$ cat src/rtl/seg_codes_pkg.sv
// Shared constants for the 7-segment scan receiver: segment bit positions,
// the recognised segment patterns, character codes and FSM state encoding.
package seg_codes_pkg;

    localparam int unsigned SEG_UPPER       = 7;
    localparam int unsigned SEG_RIGHT_UPPER = 6;
    localparam int unsigned SEG_RIGHT_LOWER = 5;
    localparam int unsigned SEG_LOWER       = 4;
    localparam int unsigned SEG_LEFT_LOWER  = 3;
    localparam int unsigned SEG_LEFT_UPPER  = 2;
    localparam int unsigned SEG_CENTER      = 1;
    localparam int unsigned SEG_DOT         = 0;

    localparam logic [7:0] PAT_0     = 8'hFC;
    localparam logic [7:0] PAT_1     = 8'h60;
    localparam logic [7:0] PAT_2     = 8'hDA;
    localparam logic [7:0] PAT_3     = 8'hF2;
    localparam logic [7:0] PAT_4     = 8'h66;
    localparam logic [7:0] PAT_5     = 8'hB6;
    localparam logic [7:0] PAT_6     = 8'hBE;
    localparam logic [7:0] PAT_7     = 8'hE0;
    localparam logic [7:0] PAT_8     = 8'hFE;
    localparam logic [7:0] PAT_9     = 8'hF6;
    localparam logic [7:0] PAT_A     = 8'hEE;
    localparam logic [7:0] PAT_B     = 8'h3E;
    localparam logic [7:0] PAT_C     = 8'h9C;
    localparam logic [7:0] PAT_D     = 8'h7A;
    localparam logic [7:0] PAT_E     = 8'h9E;
    localparam logic [7:0] PAT_F     = 8'h8E;
    localparam logic [7:0] PAT_H     = 8'h6E;
    localparam logic [7:0] PAT_L     = 8'h1C;
    localparam logic [7:0] PAT_BLANK = 8'h00;

    localparam logic [4:0] CH_H     = 5'h10;
    localparam logic [4:0] CH_L     = 5'h11;
    localparam logic [4:0] CH_BLANK = 5'h12;
    localparam logic [4:0] CH_UNK   = 5'h1F;

    typedef enum logic {
        IDLE    = 1'b0,
        CAPTURE = 1'b1
    } state_t;

endpackage

$ cat src/rtl/seg_scan_capture_if.sv
// Scan-side inputs and published-frame outputs of the scan capture block.
interface seg_scan_capture_if;
  logic        SCAN_VALID;
  logic [7:0]  SEL_IN;
  logic [7:0]  SEG_IN;
  logic [63:0] FRAME_OUT;
  logic [39:0] CHAR_OUT;
  logic [7:0]  DOT_OUT;
  logic        FRAME_VALID;
  logic        SEQ_ERR;
  logic        BUSY;

  modport master (
    output SCAN_VALID, SEL_IN, SEG_IN,
    input  FRAME_OUT, CHAR_OUT, DOT_OUT, FRAME_VALID, SEQ_ERR, BUSY
  );

  modport slave (
    input  SCAN_VALID, SEL_IN, SEG_IN,
    output FRAME_OUT, CHAR_OUT, DOT_OUT, FRAME_VALID, SEQ_ERR, BUSY
  );
endinterface

$ cat src/rtl/seg_char_decode.sv
// Combinational decoder from one segment pattern to a 5-bit character code;
// the dot segment is ignored.
module seg_char_decode
  import seg_codes_pkg::*;
(
  input  logic [7:0] seg,
  output logic [4:0] code
);

  logic [7:0] body;

  // Drop the dot and map the remaining seven segments to a code.
  always_comb begin
    body                  = 8'h00;
    body[SEG_UPPER]       = seg[SEG_UPPER];
    body[SEG_RIGHT_UPPER] = seg[SEG_RIGHT_UPPER];
    body[SEG_RIGHT_LOWER] = seg[SEG_RIGHT_LOWER];
    body[SEG_LOWER]       = seg[SEG_LOWER];
    body[SEG_LEFT_LOWER]  = seg[SEG_LEFT_LOWER];
    body[SEG_LEFT_UPPER]  = seg[SEG_LEFT_UPPER];
    body[SEG_CENTER]      = seg[SEG_CENTER];
    code                  = CH_UNK;
    case (body)
      PAT_0:     code = 5'h00;
      PAT_1:     code = 5'h01;
      PAT_2:     code = 5'h02;
      PAT_3:     code = 5'h03;
      PAT_4:     code = 5'h04;
      PAT_5:     code = 5'h05;
      PAT_6:     code = 5'h06;
      PAT_7:     code = 5'h07;
      PAT_8:     code = 5'h08;
      PAT_9:     code = 5'h09;
      PAT_A:     code = 5'h0A;
      PAT_B:     code = 5'h0B;
      PAT_C:     code = 5'h0C;
      PAT_D:     code = 5'h0D;
      PAT_E:     code = 5'h0E;
      PAT_F:     code = 5'h0F;
      PAT_H:     code = CH_H;
      PAT_L:     code = CH_L;
      PAT_BLANK: code = CH_BLANK;
      default:   code = CH_UNK;
    endcase
  end

endmodule

$ cat src/rtl/seg_scan_capture.sv
// Rebuilds 8-digit frames from a one-hot 7-segment scan and publishes a frame
// once it has repeated unchanged for STABLE_FRAMES consecutive scans.
module seg_scan_capture
  import seg_codes_pkg::*;
#(
  parameter int STABLE_FRAMES = 2,
  parameter int CNT_W         = 4
) (
  input  logic               CLK,
  input  logic               RST,
  seg_scan_capture_if.slave  bus
);

  localparam logic [CNT_W-1:0] STABLE = CNT_W'(STABLE_FRAMES);

  state_t           state;
  logic [7:0]       expect_sel;
  logic [55:0]      shadow;
  logic [63:0]      prev_frame;
  logic [CNT_W-1:0] stable_cnt;
  logic             published;
  logic [63:0]      frame_out;
  logic [39:0]      char_out;
  logic [7:0]       dot_out;
  logic             frame_valid;
  logic             seq_err;
  logic             busy;

  logic [63:0]      done_frame;
  logic [39:0]      done_chars;
  logic [7:0]       done_dots;
  logic [CNT_W-1:0] cnt_next;
  logic             publish;

  // Slot 7 is merged straight from the input so completion needs no extra cycle.
  always_comb begin
    done_frame = {bus.SEG_IN, shadow};
    done_dots  = 8'h00;
    for (int k = 0; k < 8; k++) begin
      done_dots[k] = done_frame[8*k + SEG_DOT];
    end
    if (done_frame == prev_frame) begin
      cnt_next = (stable_cnt >= STABLE) ? STABLE : stable_cnt + {{(CNT_W-1){1'b0}}, 1'b1};
    end else begin
      cnt_next = {{(CNT_W-1){1'b0}}, 1'b1};
    end
    publish = (cnt_next == STABLE) && ((done_frame != frame_out) || !published);
  end

  for (genvar g = 0; g < 8; g++) begin : g_dec
    seg_char_decode u_dec (
      .seg  (done_frame[8*g +: 8]),
      .code (done_chars[5*g +: 5])
    );
  end

  // Scan-order FSM, frame assembly, stability tracking and output registers.
  always_ff @(posedge CLK) begin
    if (RST) begin
      state       <= IDLE;
      expect_sel  <= 8'h00;
      shadow      <= 56'h0;
      prev_frame  <= 64'h0;
      stable_cnt  <= '0;
      published   <= 1'b0;
      frame_out   <= 64'h0;
      char_out    <= 40'h0;
      dot_out     <= 8'h00;
      frame_valid <= 1'b0;
      seq_err     <= 1'b0;
      busy        <= 1'b0;
    end else begin
      frame_valid <= 1'b0;
      seq_err     <= 1'b0;
      if (bus.SCAN_VALID) begin
        case (state)
          IDLE: begin
            if (bus.SEL_IN == 8'h01) begin
              shadow     <= {48'h0, bus.SEG_IN};
              expect_sel <= 8'h02;
              state      <= CAPTURE;
              busy       <= 1'b1;
            end
          end
          CAPTURE: begin
            if (bus.SEL_IN == expect_sel) begin
              expect_sel <= {expect_sel[6:0], expect_sel[7]};
              if (expect_sel[7]) begin
                prev_frame <= done_frame;
                stable_cnt <= cnt_next;
                shadow     <= 56'h0;
                if (publish) begin
                  frame_out   <= done_frame;
                  char_out    <= done_chars;
                  dot_out     <= done_dots;
                  frame_valid <= 1'b1;
                  published   <= 1'b1;
                end
              end else begin
                for (int k = 0; k < 7; k++) begin
                  if (expect_sel[k]) begin
                    shadow[8*k +: 8] <= bus.SEG_IN;
                  end
                end
              end
            end else begin
              // A stray 8'h01 is treated as the start of a fresh frame.
              seq_err    <= 1'b1;
              stable_cnt <= '0;
              if (bus.SEL_IN == 8'h01) begin
                shadow     <= {48'h0, bus.SEG_IN};
                expect_sel <= 8'h02;
              end else begin
                shadow     <= 56'h0;
                expect_sel <= 8'h00;
                state      <= IDLE;
                busy       <= 1'b0;
              end
            end
          end
          default: begin
            state <= IDLE;
            busy  <= 1'b0;
          end
        endcase
      end
    end
  end

  assign bus.FRAME_OUT   = frame_out;
  assign bus.CHAR_OUT    = char_out;
  assign bus.DOT_OUT     = dot_out;
  assign bus.FRAME_VALID = frame_valid;
  assign bus.SEQ_ERR     = seq_err;
  assign bus.BUSY        = busy;

endmodule
$ cat src/flat_wrapper.sv
// flat-port wrapper written by rule: the top's interface ports become plain ports
module seg_scan_capture_flat import seg_codes_pkg::*;
#(
  parameter int STABLE_FRAMES = 2,
  parameter int CNT_W         = 4
)
  (CLK, RST, bus_SCAN_VALID, bus_SEL_IN, bus_SEG_IN, bus_FRAME_OUT, bus_CHAR_OUT, bus_DOT_OUT, bus_FRAME_VALID, bus_SEQ_ERR, bus_BUSY);
  seg_scan_capture_if bus_i ();
  input  logic CLK;
  input  logic RST;
  input wire logic [$bits(bus_i.SCAN_VALID)-1:0] bus_SCAN_VALID;
  input wire logic [$bits(bus_i.SEL_IN)-1:0] bus_SEL_IN;
  input wire logic [$bits(bus_i.SEG_IN)-1:0] bus_SEG_IN;
  output wire logic [$bits(bus_i.FRAME_OUT)-1:0] bus_FRAME_OUT;
  output wire logic [$bits(bus_i.CHAR_OUT)-1:0] bus_CHAR_OUT;
  output wire logic [$bits(bus_i.DOT_OUT)-1:0] bus_DOT_OUT;
  output wire logic [$bits(bus_i.FRAME_VALID)-1:0] bus_FRAME_VALID;
  output wire logic [$bits(bus_i.SEQ_ERR)-1:0] bus_SEQ_ERR;
  output wire logic [$bits(bus_i.BUSY)-1:0] bus_BUSY;
  assign bus_i.SCAN_VALID = bus_SCAN_VALID;
  assign bus_i.SEL_IN = bus_SEL_IN;
  assign bus_i.SEG_IN = bus_SEG_IN;
  assign bus_FRAME_OUT = bus_i.FRAME_OUT;
  assign bus_CHAR_OUT = bus_i.CHAR_OUT;
  assign bus_DOT_OUT = bus_i.DOT_OUT;
  assign bus_FRAME_VALID = bus_i.FRAME_VALID;
  assign bus_SEQ_ERR = bus_i.SEQ_ERR;
  assign bus_BUSY = bus_i.BUSY;
  seg_scan_capture #(.STABLE_FRAMES(STABLE_FRAMES), .CNT_W(CNT_W)) u_core (.CLK(CLK), .RST(RST), .bus(bus_i));
endmodule
$ cat config.mk
export PLATFORM = sky130hd
export DESIGN_NAME = seg_scan_capture_flat
export DESIGN_NICKNAME = d
export VERILOG_FILES = /design/src/rtl/seg_codes_pkg.sv /design/src/rtl/seg_scan_capture_if.sv /design/src/rtl/seg_char_decode.sv /design/src/rtl/seg_scan_capture.sv /design/src/flat_wrapper.sv
export SDC_FILE = /design/constraint.sdc
export NUM_CORES = 1
export LEC_CHECK = 0
export ABC_AREA = 0
export CAP_MARGIN = 20
export CORE_UTILIZATION = 41
export CTS_BUF_LIST = sky130_fd_sc_hd__clkbuf_4 sky130_fd_sc_hd__clkbuf_8
export DETAILED_ROUTE_END_ITERATION = 6
export MAX_ROUTING_LAYER = met4
export SYNTH_ARGS = -nofsm -noshare
export SYNTH_HDL_FRONTEND = slang
export SYNTH_SLANG_ARGS = --single-unit
$ cat constraint.sdc
create_clock -name CLK -period 5.68 [get_ports CLK]
set_input_delay 1.136 -clock CLK [delete_from_list [all_inputs] [get_ports CLK]]
set_output_delay 1.136 -clock CLK [all_outputs]
set_load 0.03 [all_outputs]
==> summary.md <==
| Metric | Value |
|---|---|
| Routed vias | 12,100 |
| Initial antenna violation count | 0 |
| P per Cell Area | 225 mW/mm² |
| Net switching power | 810 µW |
| Fmax | 265 MHz |
| Setup bufs post-CTS | 0 |
| Dpl hpwl | 26.4 mm |
| Reg2reg end | u_core.bus.CHAR_OUT[36] |
| WHS | 467 ps |
| Fin area | 0.0157 mm² |
| Cts hold-fix bufs | 0 |
| IO Port Bufs | 133 |
| Asr flop ratio synth | 0% |
| Worst path slowest cell | a2111oi_4 |
| Synth Cell Area | 0.0135 mm² |
| CP arrival | 4250 ps |
| Combined buffer and inverter count along the critical path | 3 |
| Reg2Reg Launch Point | u_core.shadow[28] |
| Most frequent cells in the layout | 241 x dfxtp_1, 204 x nor2_1, 193 x nand2_1 |
| Placement row count | 66 |
| Post-route worst setup slack | 1910 ps |
| Startpoint type of the worst setup path | input pin |
| Sequential share of power | 47.8% |
| Synth-to-Final Area Change | 16.2% |
| Ports | 134 |
| Later-pin clock latency in the skew report | 550 ps |
| Total routed wirelength | 39.6 mm |
| DP Area | 0.0148 mm² |
| Worst path max stage delay | 640 ps |
| Post-cts resize count | 0 |
| Final global-route overflow total | 0 |
| Worst Path Max Fanout | 45 |
| Worst vdd ir | 127 µV |
| Min-Delay Endpoint | u_core.prev_frame[63] |
| Number of global-route vias before repair | 10,900 |
| R2r worst-path depth | 8 |
| Cell family with most CP delay | buffers and inverters |
| N_diodes | 0 |
| Register bit total from synthesis | 241 |
| Clock slew at reported path FFs | 60 ps |
| CP Class | input pin to flip-flop |
| CTS Buf Count | 44 |
| Power Internal | 2.73 mW |
| Layout cells sized above 1 | 7.59% |
| Status | finished, final reports clean |
| Worst slack, placed | 1360 ps |
| Clock Power Share | 49.3% |
| # H-tree levels | 2 |
| Non-Filler Instances | 2,182 |
| HP Class | flip-flop to flip-flop |
| Final Slew Violations | 0 |
| Post-Place Cells | 2,106 |
| All-Layer GR Usage | 23.9% |
| Final period utilization | 66.3% |
| Final Hold Viols | 0 |
| Max_slew headroom | 39.2% |
| Worst hold stages | 2 |
| CTS tree | done |
| Die Width | 184 µm |
| Endpoints failing setup | 0 |
| Crit. End Element | flip-flop |
| DRC violations left | 0 |
| Req. time, crit path | 6160 ps |
| Synth cell types | 81 |
| Core ar. | 0.0325 mm² |
| Syn Nets | 1,704 |
| Mapped Cells | 1,683 |
| First-pass GRT wire length | 62.0 mm |
| Worst reg2reg setup slack | 2250 ps |
| CTS Buffer Depth | 3 |
| Leakage power | 5.63 nW |
| CP cell instances | clkdlybuf4s50_1, buf_4, xnor2_1, nand4_1, nor4_1, nand4_1, a2111oi_4, buf_12, mux2_4, nor2_1 |
| Die ar. | 0.0337 mm² |
| Final core occ | 48.4% |
| Switch share | 22.9% |
| Most common cell after layout, fill and taps aside | dfxtp_1 |
| Layout Nets | 1,731 |
| Crit path time final | 3770 ps |
| Setup TNS | 0 ps |
| Logic pwr share | 2.9% |
| Worst Max-Slew Pin Slew | 912 ps |
| Mean Syn Cell Area | 8.04 µm² |
| Skew final | 22.8 ps |
| Drt first-iter violations | 1,004 |
| CTS sink cnt | 241 |
| RSZ-0062 raised after global routing | no |
| CTS root buf | clkbuf_8 |
| Worst Hold Launch | u_core.prev_frame[63] |
| Initial Util | 41.6% |
| Final ANT Viol Nets | 0 |
| Max Cap Viol | 0 |
| Primary FF master, synth | dfxtp_1 |
| Synth warn | 0 |
| Top cell by count, worst path | nand4_1 |
| Mean number of vias per cell | 5.57 |
| Post-synthesis sequential area ratio | 35.6% |
| Total power | 3.54 mW |
| Largest net degree at the start of global routing | 117 |
| DR WL/cell | 18.1 µm |
| Routability Congestion | 0.927 |
| Die H | 184 µm |
| EDFF count, synth | 0 |
| Pre-antenna DRT Iters | 7 |
==> layout make-up <==
class	instances	area, µm²
fill	3220	16800
multi-input combinational	1240	7800
sequential	241	4820
timing repair buffer	155	1540
clock buffer	66	815
tap	442	553
inverter	28	105
clock inverter	10	103
==> power groups by stage <==
stage / clock network, mW / logic [mW] / registers [mW]
3_5_place_dp: 0 / 0.104 / 1.73
2_1_floorplan: 0 / 0.0644 / 1.73
6_report: 1.75 / 0.104 / 1.69
5_1_grt: 1.86 / 0.114 / 1.69
3_3_place_gp: 0 / 0.103 / 1.73
4_1_cts: 1.78 / 0.104 / 1.69
==> how the worst max path moves through the flow <==
| stage | cells after the start | end | slack [ps] | startpoint |
|---|---|---|---|---|
| floorplan | 10 | u_core.bus.DOT_OUT[0] | 2480 | bus_SEG_IN[1] |
| global placement | 10 | u_core.bus.CHAR_OUT[28] | 1390 | bus_SEG_IN[3] |
| detailed placement | 10 | u_core.bus.CHAR_OUT[28] | 1360 | bus_SEG_IN[3] |
| CTS | 10 | u_core.bus.CHAR_OUT[36] | 1940 | bus_SEG_IN[3] |
| global route | 10 | u_core.bus.CHAR_OUT[4] | 1740 | bus_SEG_IN[3] |
| finish | 10 | u_core.bus.CHAR_OUT[28] | 1910 | bus_SEG_IN[3] |
==> cells in the mapped netlist (all sizes together) (6+ instances only) <==
master / n / area (µm²)
a311oi: 11 / 109
and3: 11 / 68.8
nand4: 35 / 219
a21oi: 124 / 621
or3: 10 / 62.6
dfxtp: 241 / 4820
nor4: 37 / 246
nand3: 46 / 230
nor2b: 13 / 81.3
o21bai: 17 / 128
a32oi: 6 / 52.6
mux2i: 117 / 1170
a211oi: 18 / 145
and2: 11 / 68.8
buf: 56 / 373
nor4b: 8 / 70.1
xor2: 49 / 429
nand4b: 6 / 52.6
nor3: 26 / 135
o21ai: 43 / 283
a31oi: 17 / 106
o2111ai: 6 / 52.6
nand2: 194 / 728
nor2: 205 / 777
o22ai: 10 / 62.6
o32ai: 9 / 78.8
or4: 11 / 86.3
xnor2: 87 / 762
nand2b: 14 / 87.6
and3b: 9 / 78.8
clkbuf: 118 / 443
a22oi: 8 / 60.1
inv: 28 / 105
==> worst min-delay path, cell delays in order, from the launching register on <==
cell and delay [ps]:
dfxtp_1 310, nand2_1 50, a21oi_1 50
==> state kept, by name (all words and copies together) (netlist names) <==
signal / cells
u_core.stable_cnt: 4
u_core.prev_frame: 64
u_core.bus.CHAR_OUT: 40
u_core.published: 1
u_core.bus.DOT_OUT: 7
u_core.state: 1
u_core.bus.BUSY: 1
u_core.bus.SEQ_ERR: 1
u_core.expect_sel: 8
u_core.bus.FRAME_OUT: 57
u_core.bus.FRAME_VALID: 1
u_core.shadow: 56
==> routing by layer <==
| metal | global-route usage, % | vias up | wire [µm] |
|---|---|---|---|
| met1 | 32.7 | 5734 | 18300 |
| met3 | 2.71 | 65 | 2350 |
| met5 | - | - | 0 |
| met2 | 36.6 | 399 | 17900 |
| met4 | 7.73 | 0 | 1020 |
| li1 | - | 5945 | - |
==> kinds of logic (layout without fill, tap and decap cells) <==
| group | count (synthesis) | in the layout | synth area share (%) |
|---|---|---|---|
| muxes | 120 | 120 | 8.93 |
| and+or+nand+nor | 664 | 664 | 23.9 |
| buffers and inverters | 202 | 259 | 6.80 |
| DFF | 241 | 241 | 35.6 |
| xor gates and xnor gates | 136 | 136 | 8.80 |
| AOI/OAI and AO/OA | 318 | 318 | 15.7 |
| adders and majority gates | 2 | 2 | 0.185 |
Power figures use the tool's default switching activity.
